===== src/rtl/mux_scan_ctrl_if.sv =====
// Signal bundle between mux_scan_ctrl and the SN54LS153 it drives.
// master: the sequencer (drives select/strobes/results, reads start and mux outputs).
// slave : the environment (mux model + requester).
interface mux_scan_ctrl_if;
   logic       i_start;   // scan request
   logic       o_busy;    // sequencer not idle
   logic       o_B;       // mux select MSB
   logic       o_A;       // mux select LSB
   logic       o_1G_n;    // strobe, mux half 1, active low
   logic       o_2G_n;    // strobe, mux half 2, active low
   logic       i_1Y;      // mux half 1 output
   logic       i_2Y;      // mux half 2 output
   logic [3:0] o_data1;   // last completed scan, half 1 (bit k = 1Ck)
   logic [3:0] o_data2;   // last completed scan, half 2 (bit k = 2Ck)
   logic       o_valid;   // one-cycle pulse when o_data1/o_data2 update

   modport master (
      input  i_start, i_1Y, i_2Y,
      output o_busy, o_B, o_A, o_1G_n, o_2G_n, o_data1, o_data2, o_valid
   );

   modport slave (
      output i_start, i_1Y, i_2Y,
      input  o_busy, o_B, o_A, o_1G_n, o_2G_n, o_data1, o_data2, o_valid
   );
endinterface


===== src/rtl/mux_scan_ctrl.sv =====
// Scans all four channels of both LS153 halves and reports them as two 4-bit words.
// Start-to-valid latency is 4*(SETTLE_CYC+1) cycles; o_valid is a one-cycle pulse.
// No backpressure: i_start is honoured only in IDLE, requests while busy are dropped.
//
// Ports: i_clk, i_rst (async, active high), bus (mux_scan_ctrl_if.master): start/busy,
// select lines o_B/o_A, strobes o_1G_n/o_2G_n, mux outputs i_1Y/i_2Y, results o_data1/
// o_data2 with o_valid.
// Build option: define MUX_SCAN_AUTO_EN for continuous rescanning after the first start.
module mux_scan_ctrl #(
   parameter int unsigned SETTLE_CYC = 2   // strobe-low cycles per channel, 1..15
) (
   input  logic           i_clk,
   input  logic           i_rst,
   mux_scan_ctrl_if.master bus
);

   typedef enum logic [1:0] {
      IDLE   = 2'd0,
      SELECT = 2'd1,
      SETTLE = 2'd2,
      DONE   = 2'd3
   } state_t;

   localparam logic [3:0] SETTLE_LAST = 4'(SETTLE_CYC - 1);

   state_t     state, state_nxt;
   logic [1:0] ch, ch_nxt;
   logic [3:0] cnt, cnt_nxt;
   logic [3:0] sh1, sh1_nxt;
   logic [3:0] sh2, sh2_nxt;

   logic       busy_q, b_q, a_q, g1_n_q, g2_n_q, valid_q;
   logic [3:0] data1_q, data2_q;

   // Output values for the state being entered; registering them keeps the
   // strobes and selects glitch-free and free of any input-to-output path.
   logic       scanning_nxt;
   logic [1:0] sel_nxt;
   logic       strobe_n_nxt;
   logic       done_nxt;

   always_comb begin
      state_nxt = state;
      ch_nxt    = ch;
      cnt_nxt   = cnt;
      sh1_nxt   = sh1;
      sh2_nxt   = sh2;
      case (state)
         IDLE: begin
            if (bus.i_start) begin
               ch_nxt    = 2'd0;
               state_nxt = SELECT;
            end
         end
         SELECT: begin
            cnt_nxt   = 4'd0;
            state_nxt = SETTLE;
         end
         SETTLE: begin
            if (cnt == SETTLE_LAST) begin
               // Mux outputs are only trusted at the end of the settle window.
               sh1_nxt[ch] = bus.i_1Y;
               sh2_nxt[ch] = bus.i_2Y;
               if (ch == 2'd3) begin
                  state_nxt = DONE;
               end else begin
                  ch_nxt    = ch + 2'd1;
                  state_nxt = SELECT;
               end
            end else begin
               cnt_nxt = cnt + 4'd1;
            end
         end
         DONE: begin
`ifdef MUX_SCAN_AUTO_EN
            ch_nxt    = 2'd0;
            state_nxt = SELECT;
`else
            state_nxt = IDLE;
`endif
         end
         default: state_nxt = IDLE;
      endcase

      scanning_nxt = (state_nxt == SELECT) || (state_nxt == SETTLE);
      sel_nxt      = scanning_nxt ? ch_nxt : 2'b00;
      // Strobes drop only in SETTLE, so SELECT gives break-before-make.
      strobe_n_nxt = (state_nxt != SETTLE);
      done_nxt     = (state_nxt == DONE);
   end

   always_ff @(posedge i_clk or posedge i_rst) begin
      if (i_rst) begin
         state   <= IDLE;
         ch      <= 2'd0;
         cnt     <= 4'd0;
         sh1     <= 4'h0;
         sh2     <= 4'h0;
         busy_q  <= 1'b0;
         b_q     <= 1'b0;
         a_q     <= 1'b0;
         g1_n_q  <= 1'b1;
         g2_n_q  <= 1'b1;
         valid_q <= 1'b0;
         data1_q <= 4'h0;
         data2_q <= 4'h0;
      end else begin
         state   <= state_nxt;
         ch      <= ch_nxt;
         cnt     <= cnt_nxt;
         sh1     <= sh1_nxt;
         sh2     <= sh2_nxt;
         busy_q  <= (state_nxt != IDLE);
         b_q     <= sel_nxt[1];
         a_q     <= sel_nxt[0];
         g1_n_q  <= strobe_n_nxt;
         g2_n_q  <= strobe_n_nxt;
         valid_q <= done_nxt;
         // DONE is only ever entered from the last SETTLE cycle, so the
         // shadow values here already include the channel-3 capture.
         if (done_nxt) begin
            data1_q <= sh1_nxt;
            data2_q <= sh2_nxt;
         end
      end
   end

   assign bus.o_busy  = busy_q;
   assign bus.o_B     = b_q;
   assign bus.o_A     = a_q;
   assign bus.o_1G_n  = g1_n_q;
   assign bus.o_2G_n  = g2_n_q;
   assign bus.o_valid = valid_q;
   assign bus.o_data1 = data1_q;
   assign bus.o_data2 = data2_q;

endmodule


===== src/flat_wrapper.sv =====
// flat-port wrapper written by rule: the top's interface ports become plain ports
module mux_scan_ctrl_flat 
#(
   parameter int unsigned SETTLE_CYC = 2                                          
)
  (i_clk, i_rst, bus_i_start, bus_i_1Y, bus_i_2Y, bus_o_busy, bus_o_B, bus_o_A, bus_o_1G_n, bus_o_2G_n, bus_o_data1, bus_o_data2, bus_o_valid);
  mux_scan_ctrl_if bus_i ();
  input  logic i_clk;
  input  logic i_rst;
  input wire logic [$bits(bus_i.i_start)-1:0] bus_i_start;
  input wire logic [$bits(bus_i.i_1Y)-1:0] bus_i_1Y;
  input wire logic [$bits(bus_i.i_2Y)-1:0] bus_i_2Y;
  output wire logic [$bits(bus_i.o_busy)-1:0] bus_o_busy;
  output wire logic [$bits(bus_i.o_B)-1:0] bus_o_B;
  output wire logic [$bits(bus_i.o_A)-1:0] bus_o_A;
  output wire logic [$bits(bus_i.o_1G_n)-1:0] bus_o_1G_n;
  output wire logic [$bits(bus_i.o_2G_n)-1:0] bus_o_2G_n;
  output wire logic [$bits(bus_i.o_data1)-1:0] bus_o_data1;
  output wire logic [$bits(bus_i.o_data2)-1:0] bus_o_data2;
  output wire logic [$bits(bus_i.o_valid)-1:0] bus_o_valid;
  assign bus_i.i_start = bus_i_start;
  assign bus_i.i_1Y = bus_i_1Y;
  assign bus_i.i_2Y = bus_i_2Y;
  assign bus_o_busy = bus_i.o_busy;
  assign bus_o_B = bus_i.o_B;
  assign bus_o_A = bus_i.o_A;
  assign bus_o_1G_n = bus_i.o_1G_n;
  assign bus_o_2G_n = bus_i.o_2G_n;
  assign bus_o_data1 = bus_i.o_data1;
  assign bus_o_data2 = bus_i.o_data2;
  assign bus_o_valid = bus_i.o_valid;
  mux_scan_ctrl #(.SETTLE_CYC(SETTLE_CYC)) u_core (.i_clk(i_clk), .i_rst(i_rst), .bus(bus_i));
endmodule

===== config.mk =====
export PLATFORM = sky130hd
export DESIGN_NAME = mux_scan_ctrl_flat
export DESIGN_NICKNAME = d
export VERILOG_FILES = /design/src/rtl/mux_scan_ctrl_if.sv /design/src/rtl/mux_scan_ctrl.sv /design/src/flat_wrapper.sv
export SDC_FILE = /design/constraint.sdc
export NUM_CORES = 1
export LEC_CHECK = 0
export ABC_AREA = 1
export BUFFER_PORTS_ARGS = -buffer_cell sky130_fd_sc_hd__buf_2
export CAP_MARGIN = 20
export CORE_AREA = 2 2 70 46
export DETAILED_ROUTE_END_ITERATION = 12
export DIE_AREA = 0 0 72 48
export GPL_ROUTABILITY_DRIVEN = 0
export HOLD_SLACK_MARGIN = 0.08
export PLACE_DENSITY = 0.72
export SLEW_MARGIN = 30
export SYNTH_ARGS = -nofsm -noshare
export SYNTH_HDL_FRONTEND = slang
export SYNTH_SLANG_ARGS = --single-unit

===== constraint.sdc =====
create_clock -name i_clk -period 2.2 [get_ports i_clk]
set_input_delay 0.44 -clock i_clk [delete_from_list [all_inputs] [get_ports i_clk]]
set_output_delay 0.44 -clock i_clk [all_outputs]
set_load 0.03 [all_outputs]

# After elaboration in Yosys (flattened, before gate mapping)
# Cells that the tools add are included.
# totals
word_cells,51
inputBits,5
output_inout_bits,14
reg_bits,29
# classes
order_cmp,2
eq_ne,10
n_reduce_logical,6
n_mux,19
add_sub_neg,2
# op_table
cell,n
4-bit 2-to-1 mux,5
2-bit 2-to-1 mux,7
"2-bit == test, second input constant",5
4-bit bitwise mux,2
2-bit case mux with 4 select lines,1
4-bit case mux with 2 select lines,1
"4-bit by 1-bit adder with 4-bit output, second input constant",1
"2-bit by 1-bit == test with 1-bit output, second input constant",2
"4-bit by 1-bit == test with 1-bit output, second input constant",1
"2-bit inequality test, second input constant",2
2-bit case mux with 2 select lines,1
2-bit nonzero test,2
"2-bit by 3-bit less-than comparator with 1-bit output, second input constant",1
"2-bit by 1-bit adder with 2-bit output, second input constant",1
1-bit demux with 2-bit select,1
"2-bit by 1-bit >= comparator with 1-bit output, second input constant",1
2-bit zero test,1
2-bit AND reduction,1
1-bit logical AND,1
1-bit logical OR,1
1-bit 2-to-1 mux,1

# Logic depth before layout (Yosys ltp)
# depth
ltp_word,7
mapped_depth,11
depth_no_buf,11

# Worst setup path before layout
# No wires, ideal clock.
# synth_timing
path_kind,register -> register
start,reg u_core.cnt[0]
end,reg u_core.data1_q[3] (netlist: u_core.bus.o_data1[3])
n_path_buf,0
arrival_time_ns,1.738
synth_period_minus_slack_ns,1.862
required_time_ns,2.076
path_slack_ns,0.338
setup_ns,0.124
path_stages_with_launch,11
cell_sequence,dfrtp_1 ha_1 nand2_2 nand2_1 o21ai_2 nor2_2 inv_1 ha_1 clkinv_1 nand2_1 o21ai_1
# synth_between
elab_chain_len,4
elab_cells_between_ends,6
cone_classes,eq/ne (2); mux (4)
# synth_rtl
element,line,rtl
from (decl),mux_scan_ctrl.sv:28,"logic [3:0] cnt, cnt_nxt;"
from (signal assigned),mux_scan_ctrl.sv:110,cnt <= cnt_nxt;
4-bit by 1-bit == test with 1-bit output,mux_scan_ctrl.sv:60,if (cnt == SETTLE_LAST) begin
2-bit 2-to-1 mux,mux_scan_ctrl.sv:60,
2-bit case mux with 4 select lines,mux_scan_ctrl.sv:48,case (state)
named net u_core.state_nxt[1],mux_scan_ctrl.sv:26,"state_t state, state_nxt;"
2-bit == test,mux_scan_ctrl.sv:89,done_nxt = (state_nxt == DONE);
to (signal assigned),mux_scan_ctrl.sv:122,data1_q <= sh1_nxt;
to (decl),mux_scan_ctrl.sv:33,"logic [3:0] data1_q, data2_q;"
# The timed path passes the listed nets, and every way through them passes these cells.
# A chain may end at the register's enable or synchronous reset.

# Worst setup path in the final report
# layout_timing
start,reg u_core.cnt[1]
end,reg u_core.data1_q[3] (netlist: u_core.bus.o_data1[3])
# Same word-level chain as after synthesis.

==> summary.md <==
| Metric | Value |
|---|---|
| Initial antenna violation count | `0` |
| Total leakage power | `0.836 nW` |
| Status | `completed` |
| First-pass GRT wire length | `4.39 mm` |
| DR WL/cell | `13.5 um` |
| VDD IR max | `0.678 mV` |
| Setup bufs post-CTS | `0` |
| Core ar. | `0.00276 mm2` |
| Final count of negative-setup-slack endpoints | `0` |
| Largest area contributor in the netlist | `dfrtp_1` |
| RSZ-0062 raised after global routing | `no` |
| H-tree levels | `2` |
| Mux share of post-synthesis cell area | `0%` |
| Commonest non-fill, non-tap cell in the layout | `nand2_1` |
| CTS Root Cell | `clkbuf_8` |
| Worst Path Arrival | `2.25 ns` |
| Worst Tran Pin Value | `0.544 ns` |
| Xor/xnor share of the synthesized area | `1.30%` |
| GR Overflow Total | `0` |
| CTS buffer count | `5` |
| Ys Warns | `0` |
| Clock Path Buffers | `2` |
| Worst R2R End | `u_core.bus.o_data1[3]$_DFFE_PP0N_` |
| Final period utilization | `95.5%` |
| Post-CTS Hold Fix Bufs | `0` |
| Resize count post-CTS | `0` |
| Syn nets | `159` |
| # diodes | `0` |
| Initial core utilization | `48.8%` |
| Commonest cells after routing, fill and taps aside | `32 x nand2_1, 28 x dfrtp_1, 25 x inv_1` |
| Area occupied by multi-input gates | `504 um2` |
| Reg area | `727 um2` |
| Die height | `48 um` |
| PwrDens | `1630 mW/mm2` |
| DR vias | `1053` |
| Non-Filler Instances | `208` |
| Post-Synth Simple-Gate Area | `24.3%` |
| Vias in the first global route | `968` |
| Placed standard-cell area | `0.00148 mm2` |
| Horiz. Die Dim | `72 um` |
| Reg2reg setup slack | `0.1 ns` |
| Post-synthesis instance total | `148` |
| Largest family of logic cells by synthesized area | `simple AND/OR/NAND/NOR gates` |
| Final min period | `2.10 ns` |
| Syn Area/Cell | `9.09 um2` |
| Tot GR Track Use | `18.3%` |
| Max Clock Freq | `0.476 GHz` |
| IO Port Bufs | `18` |
| Sequential element share of the synthesized area | `54.0%` |
| TNS Setup | `0 ns` |
| CTS tree | `yes` |
| Mapped cell area | `0.00135 mm2` |
| Setup WS post-layout | `0.100 ns` |
| Crit Path Category | `flop to flop` |
| Max cap viols | `0` |
| Clk sink count | `29` |
| Antenna viol nets, final | `0` |
| Post-synthesis register bit count | `29` |
| Synth Area in Compound Gates | `6.33%` |
| Adder-Cell Fraction of Synth Area | `5.58%` |
| FF-to-FF path depth | `11` |
| # rows | `15` |
| DRC Markers | `0` |
| Clk_skew | `0.00304 ns` |
| Yosys cell types | `25` |
| Final net count | `184` |
| Skew-Pair Late Insertion Delay | `0.28 ns` |
| Final Hold Viols | `0` |
| Clock transition at path regs | `0.06 ns` |
| Fin util | `56.7%` |
| Post-synth top area share | `52.1%` |
| Worst setup SP type | `flop` |
| RR Startpoint | `u_core.cnt[1]$_DFFE_PP0P_` |
| Overall power | `2.55 mW` |
| DIE AREA | `0.00346 mm2` |
| Crit-path max FO | `10` |
| Final instance area | `0.00156 mm2` |
| Post-place setup slack | `0.161 ns` |
| Hold_ws | `0.196 ns` |
| Nature of the critical path endpoint | `flop` |
| Setup crit start | `u_core.cnt[1]$_DFFE_PP0P_` |
| Worst Hold Class | `primary input to async pin` |
| Io pins | `19` |
| Largest net degree at the start of global routing | `17` |
| CP Data Required Time | `2.35 ns` |
| Pins Over Slew Limit | `0` |
| DRT Pass-1 Iters | `6` |
| HPWL Detailed | `2.08 mm` |
| Synth area leaders | `dfrtp_1 52%, nand2_1 8.9%, inv_1 7.0%, nand3_1 6.0%, ha_1 5.6%` |
| Slew headroom | `63.7%` |
| Vias per cell | `5.06` |
| Placed Cells incl. Taps | `200` |
| Initial DRC Count | `69` |
| Share of cells above drive strength 1 | `21.8%` |
| Fillers | `252` |
| Area grow syn2layout | `16.3%` |
| Detailed Route WL | `2.81 mm` |
## worst max-delay path by stage
stage,end,cells past startpoint
finish,u_core.bus.o_data1[3]$_DFFE_PP0N_,11
global route,u_core.bus.o_data1[2]$_DFFE_PP0N_,11
CTS,u_core.bus.o_data1[3]$_DFFE_PP0N_,11
detailed placement,u_core.bus.o_data2[3]$_DFFE_PP0N_,11
global placement,u_core.bus.o_data2[3]$_DFFE_PP0N_,10
floorplan,u_core.bus.o_data1[3]$_DFFE_PP0N_,10
## routing by layer
layer | wire, um | up-vias | part of all wire (%) | global-route usage [%]
met4 | 22 | 0 | 0.78 | 6.04
met3 | 201 | 5 | 7.2 | 8.42
met1 | 1370 | 496 | 49 | 23.4
met5 | 0 | - | 0 | 0
met2 | 1220 | 40 | 43 | 28.3
li1 | - | 512 | - | -
## worst max-delay path, cell delays in order (launching register included)
cell and delay (ns):
dfrtp_1 0.40, inv_1 0.09, ha_1 0.22, nand2_2 0.15
nand2_1 0.13, o21ai_2 0.15, nor2_2 0.07, inv_1 0.12
ha_1 0.25, clkinvlp_4 0.23, nand2_1 0.11, o21ai_1 0.08
## flip-flops by register name (all words and copies together), names as in the netlist
signal	cells
u_core.bus.o_1G_n	1
u_core.bus.o_A	1
u_core.bus.o_B	1
u_core.bus.o_busy	1
u_core.bus.o_data1	4
u_core.bus.o_data2	4
u_core.bus.o_valid	1
u_core.ch	2
u_core.cnt	4
u_core.sh1	4
u_core.sh2	4
u_core.state	2
## report_power, final
part	total (mW)	internal, mW	switching [mW]	leakage, nW
combinational	1.20	0.378	0.822	0.431
sequential	0.937	0.778	0.160	0.365
clock	0.414	0.224	0.190	0.0395
total	2.55	1.38	1.17	0.836
## layout make-up
cell class              count  area share (%)
flip-flops and latches     29            46.5
multi-input cells          90            32.2
repair buffers             20            6.72
inverters                  27            6.72
clock buffers               8            5.12
well taps                  34            2.72
## cells by family (layout without fill, tap and decap cells)
logic type,after synthesis,count (layout)
buffers and inverters,29,55
AOI/OAI and AO/OA,15,15
xor gates and xnor gates,2,2
adders and majority gates,6,6
DFF,29,29
and+or+nand+nor,67,67
## synth_stat cells
cell,number
dfrtp_1,28
clkinv_1,1
nand2_2,2
o21bai_1,1
xnor2_1,1
ha_1,6
dfstp_2,1
inv_2,1
o22ai_1,3
buf_4,1
nor2_2,4
inv_1,25
nand2_1,32
nand3_1,16
buf_2,1
nor2_1,3
nand4_1,1
and2_1,6
nand2_4,1
xor2_1,1
o21ai_1,4
o21ai_2,1
o21ai_0,1
a21oi_1,5
nor2_4,2
(Power assumes the default switching activity.)
